<file path="config.mk">
export PLATFORM = sky130hd
export DESIGN_NAME = seq_mult_deser
export DESIGN_NICKNAME = d
export VERILOG_FILES = /design/src/rtl/seq_mult_deser.sv
export SDC_FILE = /design/constraint.sdc
export NUM_CORES = 1
export LEC_CHECK = 0
export ABC_AREA = 1
export ABC_CLOCK_PERIOD_IN_PS = 2600
export BUFFER_PORTS_ARGS = -buffer_cell sky130_fd_sc_hd__clkbuf_2
export CORE_MARGIN = 2
export CORE_UTILIZATION = 61
export CTS_BUF_LIST = sky130_fd_sc_hd__clkbuf_2 sky130_fd_sc_hd__clkbuf_4 sky130_fd_sc_hd__clkbuf_8
export DETAILED_ROUTE_END_ITERATION = 10
export GPL_TIMING_DRIVEN = 0
export PLACE_DENSITY = 0.83
export SLEW_MARGIN = 20
export SYNTH_ARGS = -nofsm -noshare
export SYNTH_HDL_FRONTEND = slang
export SYNTH_SLANG_ARGS = --single-unit
</file>
<file path="constraint.sdc">
create_clock -name clk -period 2.6 [get_ports clk]
set_input_delay 0.13 -clock clk [delete_from_list [all_inputs] [get_ports clk]]
set_output_delay 0.13 -clock clk [all_outputs]
set_load 0.05 [all_outputs]
</file>
<file path="src/rtl/seq_mult_deser.sv">
// rtl/seq_mult_deser.sv - collects LSB-first product digits into an extended product word
// Each completed product goes into a one-entry valid/ready output buffer.
module seq_mult_deser #(
    parameter int P         = 2,
    parameter int MAX_WIDTH = 16
) (
    input  logic                           clk,
    input  logic                           rst_n,
    input  logic                           start,
    input  logic [$clog2(MAX_WIDTH/P)+1:0] bit_size,
    input  logic                           signed_mode,
    input  logic                           in_valid,
    input  logic [P-1:0]                   in_digit,
    output logic                           busy,
    output logic                           out_valid,
    input  logic                           out_ready,
    output logic [2*MAX_WIDTH-1:0]         out_product,
    output logic                           overrun
);

    localparam int MAX_D = MAX_WIDTH / P;
    localparam int ND    = 2 * MAX_D;
    localparam int BW    = $clog2(MAX_D) + 2;
    localparam int CW    = (ND > 1) ? $clog2(ND) : 1;
    localparam int OW    = 2 * MAX_WIDTH;
    localparam logic [BW-1:0] MAX_D_B = BW'(MAX_D);

    logic [CW-1:0] r_cnt;
    logic [CW-1:0] r_last;
    logic          r_signed;
    logic          r_busy;
    logic [OW-1:0] r_asm;
    logic          r_valid;
    logic [OW-1:0] r_product;
    logic          r_overrun;

    logic [BW-1:0] w_nd;
    logic [CW-1:0] w_last_init;
    logic          w_cap;
    logic          w_done;
    logic          w_sign;
    logic          w_free;
    logic [OW-1:0] w_ext;

    always_comb begin
        w_nd = bit_size;
        if (bit_size == '0)
            w_nd = BW'(1);
        else if (bit_size > MAX_D_B)
            w_nd = MAX_D_B;
    end

    // Index of the final digit: a product has twice as many digits as an operand.
    assign w_last_init = CW'({w_nd, 1'b0} - (BW+1)'(1));

    assign w_cap  = r_busy && in_valid && !start;
    assign w_done = w_cap && (r_cnt == r_last);
    assign w_free = !r_valid || out_ready;

    // The final digit carries the product MSB, so it alone decides the extension.
    assign w_sign = r_signed & in_digit[P-1];

    always_comb begin
        w_ext = '0;
        for (int j = 0; j < ND; j++) begin
            if (CW'(j) == r_cnt)
                w_ext[j*P +: P] = in_digit;
            else if (CW'(j) < r_cnt)
                w_ext[j*P +: P] = r_asm[j*P +: P];
            else
                w_ext[j*P +: P] = {P{w_sign}};
        end
    end

    always_ff @(posedge clk or negedge rst_n) begin
        if (!rst_n) begin
            r_cnt     <= '0;
            r_last    <= '0;
            r_signed  <= 1'b0;
            r_busy    <= 1'b0;
            r_asm     <= '0;
            r_valid   <= 1'b0;
            r_product <= '0;
            r_overrun <= 1'b0;
        end else begin
            if (r_valid && out_ready)
                r_valid <= 1'b0;

            if (start) begin
                r_last    <= w_last_init;
                r_signed  <= signed_mode;
                r_cnt     <= '0;
                r_asm     <= '0;
                r_overrun <= 1'b0;
                r_busy    <= 1'b1;
            end else if (w_done) begin
                r_busy <= 1'b0;
                r_cnt  <= '0;
                if (w_free) begin
                    r_product <= w_ext;
                    r_valid   <= 1'b1;
                end else begin
                    r_overrun <= 1'b1;
                end
            end else if (w_cap) begin
                r_asm[r_cnt*P +: P] <= in_digit;
                r_cnt               <= r_cnt + CW'(1);
            end
        end
    end

    assign busy        = r_busy;
    assign out_valid   = r_valid;
    assign out_product = r_product;
    assign overrun     = r_overrun;

endmodule

</file>
After elaboration in Yosys (flattened, before gate mapping)
Cells that the tools add are included.
{"block": "classes", "add_sub_neg": 3, "n_mul": 0, "div_mod_pow": 0, "order_cmp": 17, "n_eq_ne": 18, "shifts": 2, "n_mux": 50, "bitwise_logic": 2, "reduce_logical": 15}
{"operator": "32-bit two-way mux", "count": 3}
{"operator": "2-bit two-way mux", "count": 32}
{"operator": "5-bit negator with 34-bit output", "count": 1}
{"operator": "2-bit by 34-bit variable shift with 32-bit output (first input constant)", "count": 1}
{"operator": "2-bit by 34-bit indexed part select with 32-bit output", "count": 1}
{"operator": "32-bit bitwise mux", "count": 1}
{"operator": "4-bit equality test (first input constant)", "count": 8}
{"operator": "4-bit < comparator (first input constant)", "count": 8}
{"operator": "3-bit by 4-bit equality test with 1-bit output (first input constant)", "count": 4}
{"operator": "3-bit by 4-bit < comparator with 1-bit output (first input constant)", "count": 4}
{"operator": "4-bit two-way mux", "count": 3}
{"operator": "1-bit two-way mux", "count": 9}
{"operator": "2-bit by 4-bit equality test with 1-bit output (first input constant)", "count": 2}
{"operator": "1-bit by 4-bit < comparator with 1-bit output (first input constant)", "count": 2}
{"operator": "2-bit by 4-bit < comparator with 1-bit output (first input constant)", "count": 2}
{"operator": "3-bit two-way mux", "count": 2}
{"operator": "5-bit by 4-bit > comparator with 1-bit output (second input constant)", "count": 1}
{"operator": "5-bit zero test", "count": 1}
{"operator": "4-bit by 1-bit adder with 4-bit output (second input constant)", "count": 1}
{"operator": "1-bit by 4-bit equality test with 1-bit output (first input constant)", "count": 1}
{"operator": "4-bit equality test", "count": 1}
{"operator": "1-bit logical AND", "count": 4}
{"operator": "4-bit zero test", "count": 1}
{"operator": "2-bit inequality test (second input constant)", "count": 2}
{"operator": "other kinds (9)", "count": 12}
{"block": "totals", "regBits": 76, "latch_bits": 0, "ram_bits": 0, "mem_bits_ro": 0, "in_bits": 13, "output_inout_bits": 35, "word_cells": 115, "mem_count": 0}

Longest topological paths before layout
{"block": "logic_depth", "word_depth": 6, "mapped_depth": 14, "ltp_nobuf": 12}

Worst setup path before layout
OpenSTA, ideal clock, no wires.
{"block": "synth_timing", "kind": "register to register", "start": "register r_cnt[0]", "end": "register r_asm[19]", "setup_ns": 0.066, "arrival_ns": 1.892, "t_required_ns": 2.534, "slack_ns": 0.642, "stages_incl_launch_ff": 14, "path_buffers": 3, "period_less_slack_ns": 1.958, "cell_sequence": "dfrtp_1 -> buf_4 -> inv_2 -> buf_2 -> ha_1 -> inv_1 -> nand2_1 -> nand2_2 -> inv_2 -> nand3_1 -> inv_1 -> buf_2 -> nand3_1 -> nand2_1"}
{"block": "synth_via", "elab_chain_len": 6, "word_cells_on_any_way": 11, "classes_between": "1 x add/sub; 2 x eq/ne; 2 x shift; 4 x mux; 2 x reduce/logical"}
{"element": "start, declared", "line_no": "28", "text": "logic [CW-1:0] r_cnt;"}
{"element": "start signal, assigned", "line_no": "107", "text": "r_cnt <= r_cnt + CW'(1);"}
{"element": "5-bit negator with 34-bit output", "line_no": "106", "text": "r_asm[r_cnt*P +: P] <= in_digit;"}
{"element": "2-bit by 34-bit indexed part select with 32-bit output or 2-bit by 34-bit variable shift with 32-bit output (tied branches)", "line_no": "106"}
{"element": "32-bit bitwise mux", "line_no": "106"}
{"element": "32-bit two-way mux", "line_no": "105", "text": "end else if (w_cap) begin"}
{"element": "32-bit two-way mux", "line_no": "96", "text": "end else if (w_done) begin"}
{"element": "32-bit two-way mux", "line_no": "89", "text": "if (start) begin"}
{"element": "end signal, assigned by index", "line_no": "106"}
{"element": "end, declared", "line_no": "32", "text": "logic [OW-1:0] r_asm;"}
Several ways; a longest one is shown, not always the timed one. The select of a mux whose other input is x is not followed.
A chain may end at the register's enable or synchronous reset.

Worst setup path after layout
{"block": "layout_timing", "start": "register r_cnt[0]", "end": "register r_asm[23]"}
Same word-level chain as after synthesis.

==> qor.yml <==
run_status:
  result_of_the_run: "complete, no violations"
synthesis:
  postSynthCellCount: 596
  mappedNetlistArea_um2: 4170
  yosysTopAreaCellShare: 0.444
  postSynthNetCount: 614
  mean_instance_size_in_the_synthesized_netlist_um2: 6.99
  number_of_synthesized_register_bits: 74
  seq_area_frac_synth: 0.444
  yosysWarnings: 0
  synth_area_leader_cell: "sky130_fd_sc_hd__dfrtp_1"
  synth_cell_type_count: 29
  synth_top_cells_by_area: "sky130_fd_sc_hd__dfrtp_1, sky130_fd_sc_hd__nand2_1, sky130_fd_sc_hd__nand3_1"
timing:
  max_slew_headroom_at_the_worst_pin: 0.626
  final_min_period_over_clock_period: 0.929
  f_max_ghz: 0.414
  worst_slew_pin_slew_ns: 0.562
  fin_setup_tns_ns: 0
  post-route-min-period_ns: 2.41
  rsz0062_at_grt: "no"
  setup_viol_count_final: 0
  max_slew_vio_count: 0
  skew_ns: 0.00915
  final_hold_viol_count: 0
drt:
  ant_nets: 0
  route.final.wire_length_mm: 11.4
  drt_first_pass_iters: 8
  routed_via_density: 5.69
  drt-wirelength-per-cell_um: 15.4
  detail_route.drc_violations: 0
  route.vias.total: 4213
  detailedRoute.firstIterationViolations: 339
clocking:
  cts_max_level: 3
  numClockSinks: 74
  post_cts.repair.setup_buffers: 0
  cts_max_path_buffers: 2
  cts-buffers-inserted: 9
  insertion_delay_ns: 0.35
  clkTransAtPathRegs_ns: 0.08
  tritoncts: "yes"
  cts-root-buf: "sky130_fd_sc_hd__clkbuf_8"
layout:
  final_common_cell: "sky130_fd_sc_hd__nand2_1"
  num_antenna_cells: 0
  finalNetCount: 673
  stdcell_count: 740
  final_layout_size_suffix_gt1_frac: 0.147
  layout.cells.most_common_list: "sky130_fd_sc_hd__nand2_1, sky130_fd_sc_hd__dfrtp_1, sky130_fd_sc_hd__nor2_1, sky130_fd_sc_hd__nand3_1, sky130_fd_sc_hd__clkbuf_2"
  areaGrowthSynthToFinish_pct: 15.0
setup_path:
  critPathMaxFanout: 11
  r2r_cells: 13
  reg_to_reg_critical_path_startpoint: "r_cnt[0]"
  max_stage_delay_ns: 0.41
  setup.worst_path.start_class: "flip-flop"
  critical_path_required_ns: 2.88
  setup.worst_path.end_class: "flip-flop"
  worst_ep_arrival_time_ns: 2.70
  worstSetupStartpoint: "r_cnt[0]"
  worst_path_max_delay_cell: "sky130_fd_sc_hd__dfrtp_1"
  timing.setup.critical_path_class: "reg -> reg"
  timing.critical_path.cells: "buf_4, inv_2, buf_4, ha_2, inv_1, nand2_1, nand2_2, inv_4, nand3_1, inv_1, clkbuf_4, nand3_1, nand2_1"
floorplan:
  die_height_um: 86.6
  io_pins: 48
  row_count: 30
  initial_core_utilization: 0.620
  placeableCoreArea_um2: 6720
  die_area_um2: 7510
  die_w_um: 86.6
run:
  max_cap_violations: 0
global_route:
  overflow: 0
  initial_antenna_violation_count: 0
  grt_pass1_wl_mm: 19.2
  groute.usage.overall: 0.329
  maximum_number_of_pins_on_one_net_before_global_route_repair: 41
  vias_in_the_first_global_route: 4032
power:
  internal-power_mw: 2.03
  total_power_mw: 2.96
  power.share.clock: 0.374
  netSwitchingPower_mw: 0.936
  pwr-share-seq: 0.420
  switching_share: 0.316
  leakage_nw: 2.70
  pwr-share-comb: 0.206
  pwr_density_cell_nw_per_um2: 618
  power.ir.vdd_worst_uv: 262
hold_path:
  min_delay_startpoint: "out_ready"
  hold_class: "in -> reg"
  hold_path_depth: 4
placement:
  place.detailed.instances: 723
  hpwl_mm: 8.68
  gp_congestion: 0.884
  port_buffer_count: 46
## worst paths after layout
check,end,slack (ns)
setup / recovery,r_asm[23],0.19
hold / removal,out_valid,0.07
setup reg to reg,r_asm[23],0.19
hold reg to reg,r_asm[0],0.47
max in group asynchronous,r_asm[18],1.67
min in group asynchronous,out_product[0],0.34
## routing by layer
metal	part of all wire	wire, um	GRT usage	vias to the layer above
met2	0.46	5310	0.529	213
met3	0.080	909	0.0524	35
met4	0.031	354	0.132	0
li1	-	-	-	2024
met1	0.42	4860	0.447	1941
met5	0	0	0	-
## critical path, delay by kind of cell (launching register included)
family | cells | cell delay (ns)
fa+ha+maj | 1 | 0.23
buf+inv | 7 | 1.11
flops | 1 | 0.41
simple gates | 5 | 0.61
## synth_stat cells
cell type and n:
sky130_fd_sc_hd__nand2b_1 1, sky130_fd_sc_hd__o21ai_0 14, sky130_fd_sc_hd__o21ai_1 7, sky130_fd_sc_hd__nand3b_1 2
sky130_fd_sc_hd__nor3_1 5, sky130_fd_sc_hd__nor2_1 54, sky130_fd_sc_hd__nor2_2 4, sky130_fd_sc_hd__or2_0 2
sky130_fd_sc_hd__o211ai_1 2, sky130_fd_sc_hd__buf_2 13, sky130_fd_sc_hd__nand2_1 266, sky130_fd_sc_hd__inv_2 5
sky130_fd_sc_hd__clkbuf_1 6, sky130_fd_sc_hd__a22oi_1 8, sky130_fd_sc_hd__a21oi_1 10, sky130_fd_sc_hd__nand2_2 2
sky130_fd_sc_hd__dfrtp_1 74, sky130_fd_sc_hd__o22ai_1 5, sky130_fd_sc_hd__inv_1 32, sky130_fd_sc_hd__buf_4 2
sky130_fd_sc_hd__nand4_1 8, sky130_fd_sc_hd__buf_6 2, sky130_fd_sc_hd__a31oi_1 2, sky130_fd_sc_hd__nand3_2 1
sky130_fd_sc_hd__ha_1 5, sky130_fd_sc_hd__nand3_1 53, sky130_fd_sc_hd__nor2_4 4, sky130_fd_sc_hd__clkinv_1 3
sky130_fd_sc_hd__xor2_1 4
## flip-flops by register name (all words and copies together) (netlist names)
signal	cells
r_asm	30
r_signed	1
busy	1
out_valid	1
r_last	4
overrun	1
out_product	32
r_cnt	4
## cell type report
type	count	area [um^2]
fillers	558	1930
flip-flops and latches	74	1850
repair buffers	49	273
well taps	80	100
multi-input cells	459	2040
clock buffers	12	146
clock inverters	4	98.8
plain buffers	22	126
inverters	40	153
## repair_timing
item / 4_1_cts / 5_1_grt
gates resized for setup: 0 / 5
endpoints found under the setup margin: 0 / 15
endpoints found under the hold margin: 40 / 0
hold buffers: 2 / 0
## logic make-up after synthesis
kind of cell | after synthesis | share of synthesized area
simple gates | 402 | 0.400
flops | 74 | 0.444
buf+inv | 63 | 0.0661
compound gates | 48 | 0.0658
fa+ha+maj | 5 | 0.0150
xor+xnor | 4 | 0.00841
## power groups by stage
stage	clock (mW)	sequential (mW)	combinational (mW)
2_1_floorplan	0	1.43	0.254
3_3_place_gp	0	1.26	0.581
3_5_place_dp	0	1.27	0.596
4_1_cts	1.11	1.24	0.600
5_1_grt	1.16	1.25	0.667
6_report	1.11	1.24	0.611
## through the flow
step / util / area [um^2] / hold WS (ns) / setup slack, ns
final: 0.713 / 4790 / 0.0728 / 0.185
after global routing: 0.713 / 4790 / 0.0970 / 0.0250
after CTS: 0.712 / 4780 / 0.0682 / 0.0730
after detailed placement: 0.673 / 4520 / 0.182 / 0.103
after global placement: 0.669 / 4500 / 0.333 / 0.140
after floorplan: - / 4170 / -0.166 / 0.642
Power figures use the tool's default switching activity.
